**src/rtl/icache_pkg.sv**
```systemverilog
// Package: icache_pkg
// Shared types, geometry and address helpers for the direct-mapped instruction
// cache. Address layout (10-bit PC): tag[9:7] index[6:4] word[3:2] byte[1:0].
package icache_pkg;

    localparam int ADDR_W   = 10;
    localparam int INDEX_W  = 3;
    localparam int OFF_W    = 4;
    localparam int TAG_W    = ADDR_W - INDEX_W - OFF_W;
    localparam int BLK_W    = TAG_W + INDEX_W;
    localparam int WORD_W   = 32;
    localparam int LINE_W   = 128;
    localparam int N_BLOCKS = 1 << INDEX_W;

    typedef logic [ADDR_W-1:0]  addr_t;
    typedef logic [TAG_W-1:0]   tag_t;
    typedef logic [INDEX_W-1:0] index_t;
    typedef logic [BLK_W-1:0]   blk_t;
    typedef logic [WORD_W-1:0]  word_t;
    typedef logic [LINE_W-1:0]  line_t;

    typedef enum logic [1:0] {
        IDLE,
        MEM_READ,
        UPDATE
    } state_t;

    function automatic tag_t get_tag(input addr_t a);
        return a[ADDR_W-1 -: TAG_W];
    endfunction

    function automatic index_t get_index(input addr_t a);
        return a[OFF_W +: INDEX_W];
    endfunction

    // Word select within a 16-byte block; byte bits [1:0] are ignored.
    function automatic logic [1:0] get_word(input addr_t a);
        return a[3:2];
    endfunction

endpackage

```
**src/rtl/icache_if.sv**
```systemverilog
// Interface: icache_if
// CPU fetch port of the instruction cache.
//   read        CPU -> cache   fetch request, held while busywait is high
//   address     CPU -> cache   PC[9:0]
//   instruction cache -> CPU   fetched word, valid when read=1, busywait=0
//   busywait    cache -> CPU   stall
// Modports: master (CPU side), slave (cache side).
interface icache_if;
    import icache_pkg::*;

    logic  read;
    addr_t address;
    word_t instruction;
    logic  busywait;

    modport master (output read, address, input  instruction, busywait);
    modport slave  (input  read, address, output instruction, busywait);
endinterface

```
**src/rtl/icache_data_array.sv**
```systemverilog
// Module: icache_data_array
// Storage for the cache: 8 x 128-bit blocks, 8 tags, 8 valid bits.
// One synchronous write port (refill) and one combinational read port.
//   CLK, RESET         clock, async active-low reset (clears valid bits only)
//   we, w_index,
//   w_tag, w_data      refill write: marks the block valid
//   r_index            read index
//   r_valid, r_tag,
//   r_data             combinational read data
module icache_data_array
    import icache_pkg::*;
(
    input  logic   CLK,
    input  logic   RESET,
    input  logic   we,
    input  index_t w_index,
    input  tag_t   w_tag,
    input  line_t  w_data,
    input  index_t r_index,
    output logic   r_valid,
    output tag_t   r_tag,
    output line_t  r_data
);

    logic [N_BLOCKS-1:0] valid_q;
    tag_t                tag_q  [N_BLOCKS];
    line_t               data_q [N_BLOCKS];

    // NOTE: sequential state uses non-blocking assignments so every flop
    // samples pre-edge values regardless of block ordering.
    always_ff @(posedge CLK or negedge RESET) begin
        if (!RESET) begin
            valid_q <= '0;
        end else if (we) begin
            valid_q[w_index] <= 1'b1;
        end
    end

    // NOTE: tag and data storage carry no reset; the valid bits alone make
    // stale contents unobservable, and this keeps the arrays RAM-mappable.
    always_ff @(posedge CLK) begin
        if (we) begin
            tag_q[w_index]  <= w_tag;
            data_q[w_index] <= w_data;
        end
    end

    assign r_valid = valid_q[r_index];
    assign r_tag   = tag_q[r_index];
    assign r_data  = data_q[r_index];

endmodule

```
**src/rtl/instr_cache.sv**
```systemverilog
// Module: instr_cache
// Direct-mapped instruction cache between the CPU fetch path and a 1 KiB
// instruction memory. Hits return in the same cycle; misses stall the CPU and
// refill a 16-byte block over the mem_read / mem_busywait handshake.
//   CLK, RESET     clock, async active-low reset
//   cpu            icache_if.slave CPU fetch port
//   mem_read       block read request
//   mem_address    block address {tag,index}
//   mem_readdata   refill block, byte 0 in [7:0]
//   mem_busywait   memory busy; data taken on the first cycle it is low
// Optional: define ICACHE_STATS_EN to add saturating hit_count / miss_count.
module instr_cache
    import icache_pkg::*;
(
    input  logic        CLK,
    input  logic        RESET,
    icache_if.slave     cpu,
    output logic        mem_read,
    output blk_t        mem_address,
    input  line_t       mem_readdata,
    input  logic        mem_busywait
`ifdef ICACHE_STATS_EN
    ,
    output logic [15:0] hit_count,
    output logic [15:0] miss_count
`endif
);

    state_t state_q, state_d;
    blk_t   blk_q;
    word_t  last_instr_q;
    logic   arr_valid;
    tag_t   arr_tag;
    line_t  arr_line;
    logic   hit, idle_hit, idle_miss, busy, fill_we;

    // Byte-offset bits of the PC play no part in a word fetch.
    wire unused_lsbs = ^cpu.address[1:0];

    icache_data_array u_array (
        .CLK     (CLK),
        .RESET   (RESET),
        .we      (fill_we),
        .w_index (blk_q[INDEX_W-1:0]),
        .w_tag   (blk_q[BLK_W-1 -: TAG_W]),
        .w_data  (mem_readdata),
        .r_index (get_index(cpu.address)),
        .r_valid (arr_valid),
        .r_tag   (arr_tag),
        .r_data  (arr_line)
    );

    assign hit       = cpu.read & arr_valid & (arr_tag == get_tag(cpu.address));
    assign idle_hit  = (state_q == IDLE) & hit;
    assign idle_miss = (state_q == IDLE) & cpu.read & ~hit;

    always_comb begin
        // NOTE: every output gets a default first so no path leaves it
        // unassigned and no latch is inferred.
        state_d  = state_q;
        busy     = 1'b0;
        mem_read = 1'b0;
        fill_we  = 1'b0;
        unique case (state_q)
            IDLE: begin
                if (idle_miss) begin
                    busy    = 1'b1;
                    state_d = MEM_READ;
                end
            end
            MEM_READ: begin
                busy     = 1'b1;
                mem_read = 1'b1;
                if (!mem_busywait) begin
                    fill_we = 1'b1;
                    state_d = UPDATE;
                end
            end
            UPDATE: begin
                busy    = 1'b1;
                state_d = IDLE;
            end
            default: state_d = IDLE;
        endcase
    end

    always_ff @(posedge CLK or negedge RESET) begin
        if (!RESET) begin
            state_q      <= IDLE;
            blk_q        <= '0;
            last_instr_q <= '0;
        end else begin
            state_q <= state_d;
            // The block address is captured once; later PC changes are ignored.
            if (idle_miss) blk_q <= cpu.address[ADDR_W-1:OFF_W];
            if (idle_hit)  last_instr_q <= cpu.instruction;
        end
    end

    // Reset must release the CPU even though an empty cache would miss.
    assign cpu.busywait    = RESET & busy;
    assign cpu.instruction = idle_hit ? arr_line[get_word(cpu.address)*WORD_W +: WORD_W]
                                      : last_instr_q;
    assign mem_address     = blk_q;

`ifdef ICACHE_STATS_EN
    always_ff @(posedge CLK or negedge RESET) begin
        if (!RESET) begin
            hit_count  <= '0;
            miss_count <= '0;
        end else begin
            if (idle_hit  && hit_count  != 16'hFFFF) hit_count  <= hit_count  + 16'd1;
            if (idle_miss && miss_count != 16'hFFFF) miss_count <= miss_count + 16'd1;
        end
    end
`endif

endmodule
```
**src/flat_wrapper.sv**
```systemverilog
// flat-port wrapper written by rule: the top's interface ports become plain ports
module instr_cache_flat import icache_pkg::*;
  (CLK, RESET, mem_read, mem_address, mem_readdata, mem_busywait, cpu_read, cpu_address, cpu_instruction, cpu_busywait);
  icache_if cpu_i ();
  input  logic CLK;
  input  logic RESET;
  output logic mem_read;
  output blk_t mem_address;
  input  line_t mem_readdata;
  input  logic mem_busywait;
  input wire logic [$bits(cpu_i.read)-1:0] cpu_read;
  input wire logic [$bits(cpu_i.address)-1:0] cpu_address;
  output wire logic [$bits(cpu_i.instruction)-1:0] cpu_instruction;
  output wire logic [$bits(cpu_i.busywait)-1:0] cpu_busywait;
  assign cpu_i.read = cpu_read;
  assign cpu_i.address = cpu_address;
  assign cpu_instruction = cpu_i.instruction;
  assign cpu_busywait = cpu_i.busywait;
  instr_cache u_core (.CLK(CLK), .RESET(RESET), .cpu(cpu_i), .mem_read(mem_read), .mem_address(mem_address), .mem_readdata(mem_readdata), .mem_busywait(mem_busywait));
endmodule
```
**config.mk**
```make
export PLATFORM = sky130hd
export DESIGN_NAME = instr_cache_flat
export DESIGN_NICKNAME = d
export VERILOG_FILES = /design/src/rtl/icache_pkg.sv /design/src/rtl/icache_if.sv /design/src/rtl/icache_data_array.sv /design/src/rtl/instr_cache.sv /design/src/flat_wrapper.sv
export SDC_FILE = /design/constraint.sdc
export NUM_CORES = 1
export LEC_CHECK = 0
export BUFFER_PORTS_ARGS = -buffer_cell sky130_fd_sc_hd__buf_2
export CAP_MARGIN = 20
export CORE_UTILIZATION = 55
export DETAILED_ROUTE_END_ITERATION = 6
export GPL_TIMING_DRIVEN = 1
export PLACE_DENSITY = 0.78
export REMOVE_ABC_BUFFERS = 1
export SYNTH_ARGS = -nofsm -noshare
export SYNTH_HDL_FRONTEND = slang
export SYNTH_SLANG_ARGS = --single-unit
```
**constraint.sdc**
```tcl
create_clock -name CLK -period 11.35 [get_ports CLK]
set_clock_uncertainty 0.05 [all_clocks]
set_input_delay 1.7025 -clock CLK [delete_from_list [all_inputs] [get_ports CLK]]
set_output_delay 1.7025 -clock CLK [all_outputs]
set_load 0.02 [all_outputs]
```
==> flow_metrics.tcl <==
set metrics [dict create \
    status "finished clean" \
    vias 18438 \
    drive_gt1_frac 0.399 \
    worst_slew_pin_slew_ns 1.07 \
    timing.rr.end "u_core.last_instr_q[2]$_DFFE_PN0P_" \
    p_leak_uw 0.0153 \
    synth_cell_types 30 \
    postSynth.asyncResetShare 0.0438 \
    cts-hold-fix-buffers 0 \
    layout_commonest_cell "edfxtp_1" \
    synth.area.top_cells "edfxtp_1 75%, mux4_2 17%, dfrtp_1 2.9%, mux2_2 2.8%, buf_6 0.43%" \
    drc 0 \
    worstSkewPairLatency_ns 0.65 \
    finalSetupTns_ns 0 \
    grt_max_degree 133 \
    cts-root-buf "clkbuf_16" \
    ys.flop_type "edfxtp_1" \
    hold_viol_final 0 \
    seq_area_frac_synth 0.777 \
    drv_cap 0 \
    dr.pass1.iters 5 \
    reg2reg_slack_ns 8.38 \
    clock_sinks 1096 \
    ir_worst_vdd_uv 120 \
    ys_warn_count 0 \
    ios 182 \
    end_kind "output port" \
    fin_crit_sh 0.646 \
    gp_congestion 0.693 \
    port_buffers 179 \
    worstHoldStart "u_core.u_array.valid_q[4]$_DFFE_PN0P_" \
    die_w_um 278 \
    syn2layout_area_growth_pct 12.6 \
    worstPathMaxFanout 63 \
    rows 101 \
    numCtsBuffers 102 \
    viasPerCell 6.24 \
    slew_violations 0 \
    drtIter0Drc 1624 \
    period_needed_ns 7.33 \
    die_area_um2 77500 \
    ys_ff_latch 1096 \
    core_area_um2 75800 \
    r2r-start "u_core.u_array.valid_q[0]$_DFFE_PN0P_" \
    cts_tree "built" \
    avgSynthCellArea_um2 25.2 \
    max_slew_margin 0.288 \
    mostFrequentLayoutCells "1,048 x edfxtp_1, 324 x mux4_2, 173 x buf_2" \
    netlist_area_um2 42000 \
    clk_path_buf_depth 3 \
    start_util 0.554 \
    fmax_ghz 0.136 \
    min_path_type "reg -> reg" \
    post_cts_buffers 0 \
    grt_pass1_vias 19663 \
    min_path_cells 1 \
    critPathRequiredTime_ns 9.60 \
    synth-edff-count 1048 \
    power_density_nw_per_um2 195 \
    synth_top_area_frac 0.749 \
    hpwl_mm 39.4 \
    fin_area_um2 47300 \
    cts_max_level 3 \
    yosysTopAreaCell "edfxtp_1" \
    grt_pass1_wl_mm 125 \
    fin_util 0.624 \
    track_usage 0.219 \
    start_kind "input port" \
    grt_overflow 0 \
    rsz0062_at_grt "false" \
    fillCellCount 4812 \
    setup_viol 0 \
    final_nets 2034 \
    clk_pin_slew_ns 0.06 \
    syn-instance-count 1669 \
    avgRoutedWirePerCell_um 28.5 \
    crit_arrival_ns 5.57 \
    reg2regPathDepth 7 \
    drt-total-wl_mm 84.2 \
    antenna_found_initial 19 \
    placed_cell_area_um2 44000 \
    die_y_um 278 \
    crit_type "in -> out" \
    ant_nets 0 \
    hold_end "u_core.u_array.valid_q[4]$_DFFE_PN0P_" \
    cts_resized 0 \
]
-- cell type report --
| class | instances | area (µm²) | share of cell area |
|---|---|---|---|
| flip-flops and latches | 1096 | 32700 | 0.690 |
| multi-input cells | 485 | 8950 | 0.189 |
| clock buffers | 130 | 2750 | 0.0581 |
| well taps | 978 | 1220 | 0.0258 |
| repair buffers | 199 | 1210 | 0.0255 |
| clock inverters | 55 | 512 | 0.0108 |
| diodes | 7 | 17.5 | 0.000370 |
| inverters | 4 | 15.0 | 0.000317 |
-- where the power goes --
part | internal (µW) | total, µW | switching [µW]
clock | 1910 | 3330 | 1410
combinational | 417 | 988 | 571
sequential | 4810 | 4930 | 118
-- worst max-delay path, cell delays in order --
cell,delay [ns]
buf_8,0.53
buf_4,0.61
buf_4,0.76
mux4_2,0.61
mux4_2,0.48
mux2_2,0.30
mux2_2,0.27
buf_2,0.16
-- routing by layer --
| layer | track usage | wire length (µm) |
|---|---|---|
| met5 | 0 | 151 |
| met4 | 0.0614 | 1610 |
| met3 | 0.0455 | 5470 |
| met2 | 0.366 | 43200 |
| met1 | 0.297 | 33700 |
-- per-stage QoR --
step | worst slack [ns] | cells | total power [µW] | hold slack [ns]
2_1_floorplan | -0.727 | 1585 | 5620 | 0.381
3_3_place_gp | 3.98 | 2761 | 5940 | 0.396
3_5_place_dp | 3.92 | 2761 | 6000 | 0.402
4_1_cts | 3.89 | 2946 | 9310 | 0.417
5_1_grt | 3.69 | 2951 | 9540 | 0.434
6_report | 4.02 | 2954 | 9240 | 0.417
-- registers in the layout, summed over array words and instances, names as in the netlist --
| signal | cells |
|---|---|
| u_core.last_instr_q | 32 |
| u_core.state_q | 2 |
| u_core.u_array.tag_q | 24 |
| u_core.u_array.data_q | 1024 |
| u_core.mem_address | 6 |
| u_core.u_array.valid_q | 8 |
-- how the worst max path moves through the flow --
stage,endpoint,cells past startpoint,from,slack [ns]
after floorplan,u_core.u_array.valid_q[0]$_DFFE_PN0P_,3,mem_busywait,-0.73
after global placement,cpu_instruction[22],8,cpu_address[4],3.98
after detailed placement,cpu_instruction[22],8,cpu_address[4],3.92
after CTS,cpu_instruction[22],8,cpu_address[4],3.89
after global routing,cpu_instruction[25],8,cpu_address[4],3.69
final,cpu_instruction[22],8,cpu_address[4],4.02
-- Yosys cell counts (all sizes together), types with 3 or more instances --
master / n
mux4: 324
edfxtp: 1048
dfrtp: 48
nand2: 4
buf: 52
ha: 4
or2: 8
inv: 4
nor2: 7
mux2i: 12
xor2: 3
clkbuf: 32
mux2: 104
-- cell families (layout without fill, tap and decap cells) --
family / Yosys count / in the layout / synth area share
AND/OR/NAND/NOR: 31 / 31 / 0.00417
buffers and inverters: 88 / 388 / 0.0114
XOR/XNOR: 3 / 3 / 0.000625
flip-flops: 1096 / 1096 / 0.777
other: 0 / 7 / 0
multiplexers: 440 / 440 / 0.204
AO/OA/AOI/OAI: 7 / 7 / 0.00116
adder cells (fa/ha/maj): 4 / 4 / 0.00119
(Power assumes the default switching activity.)
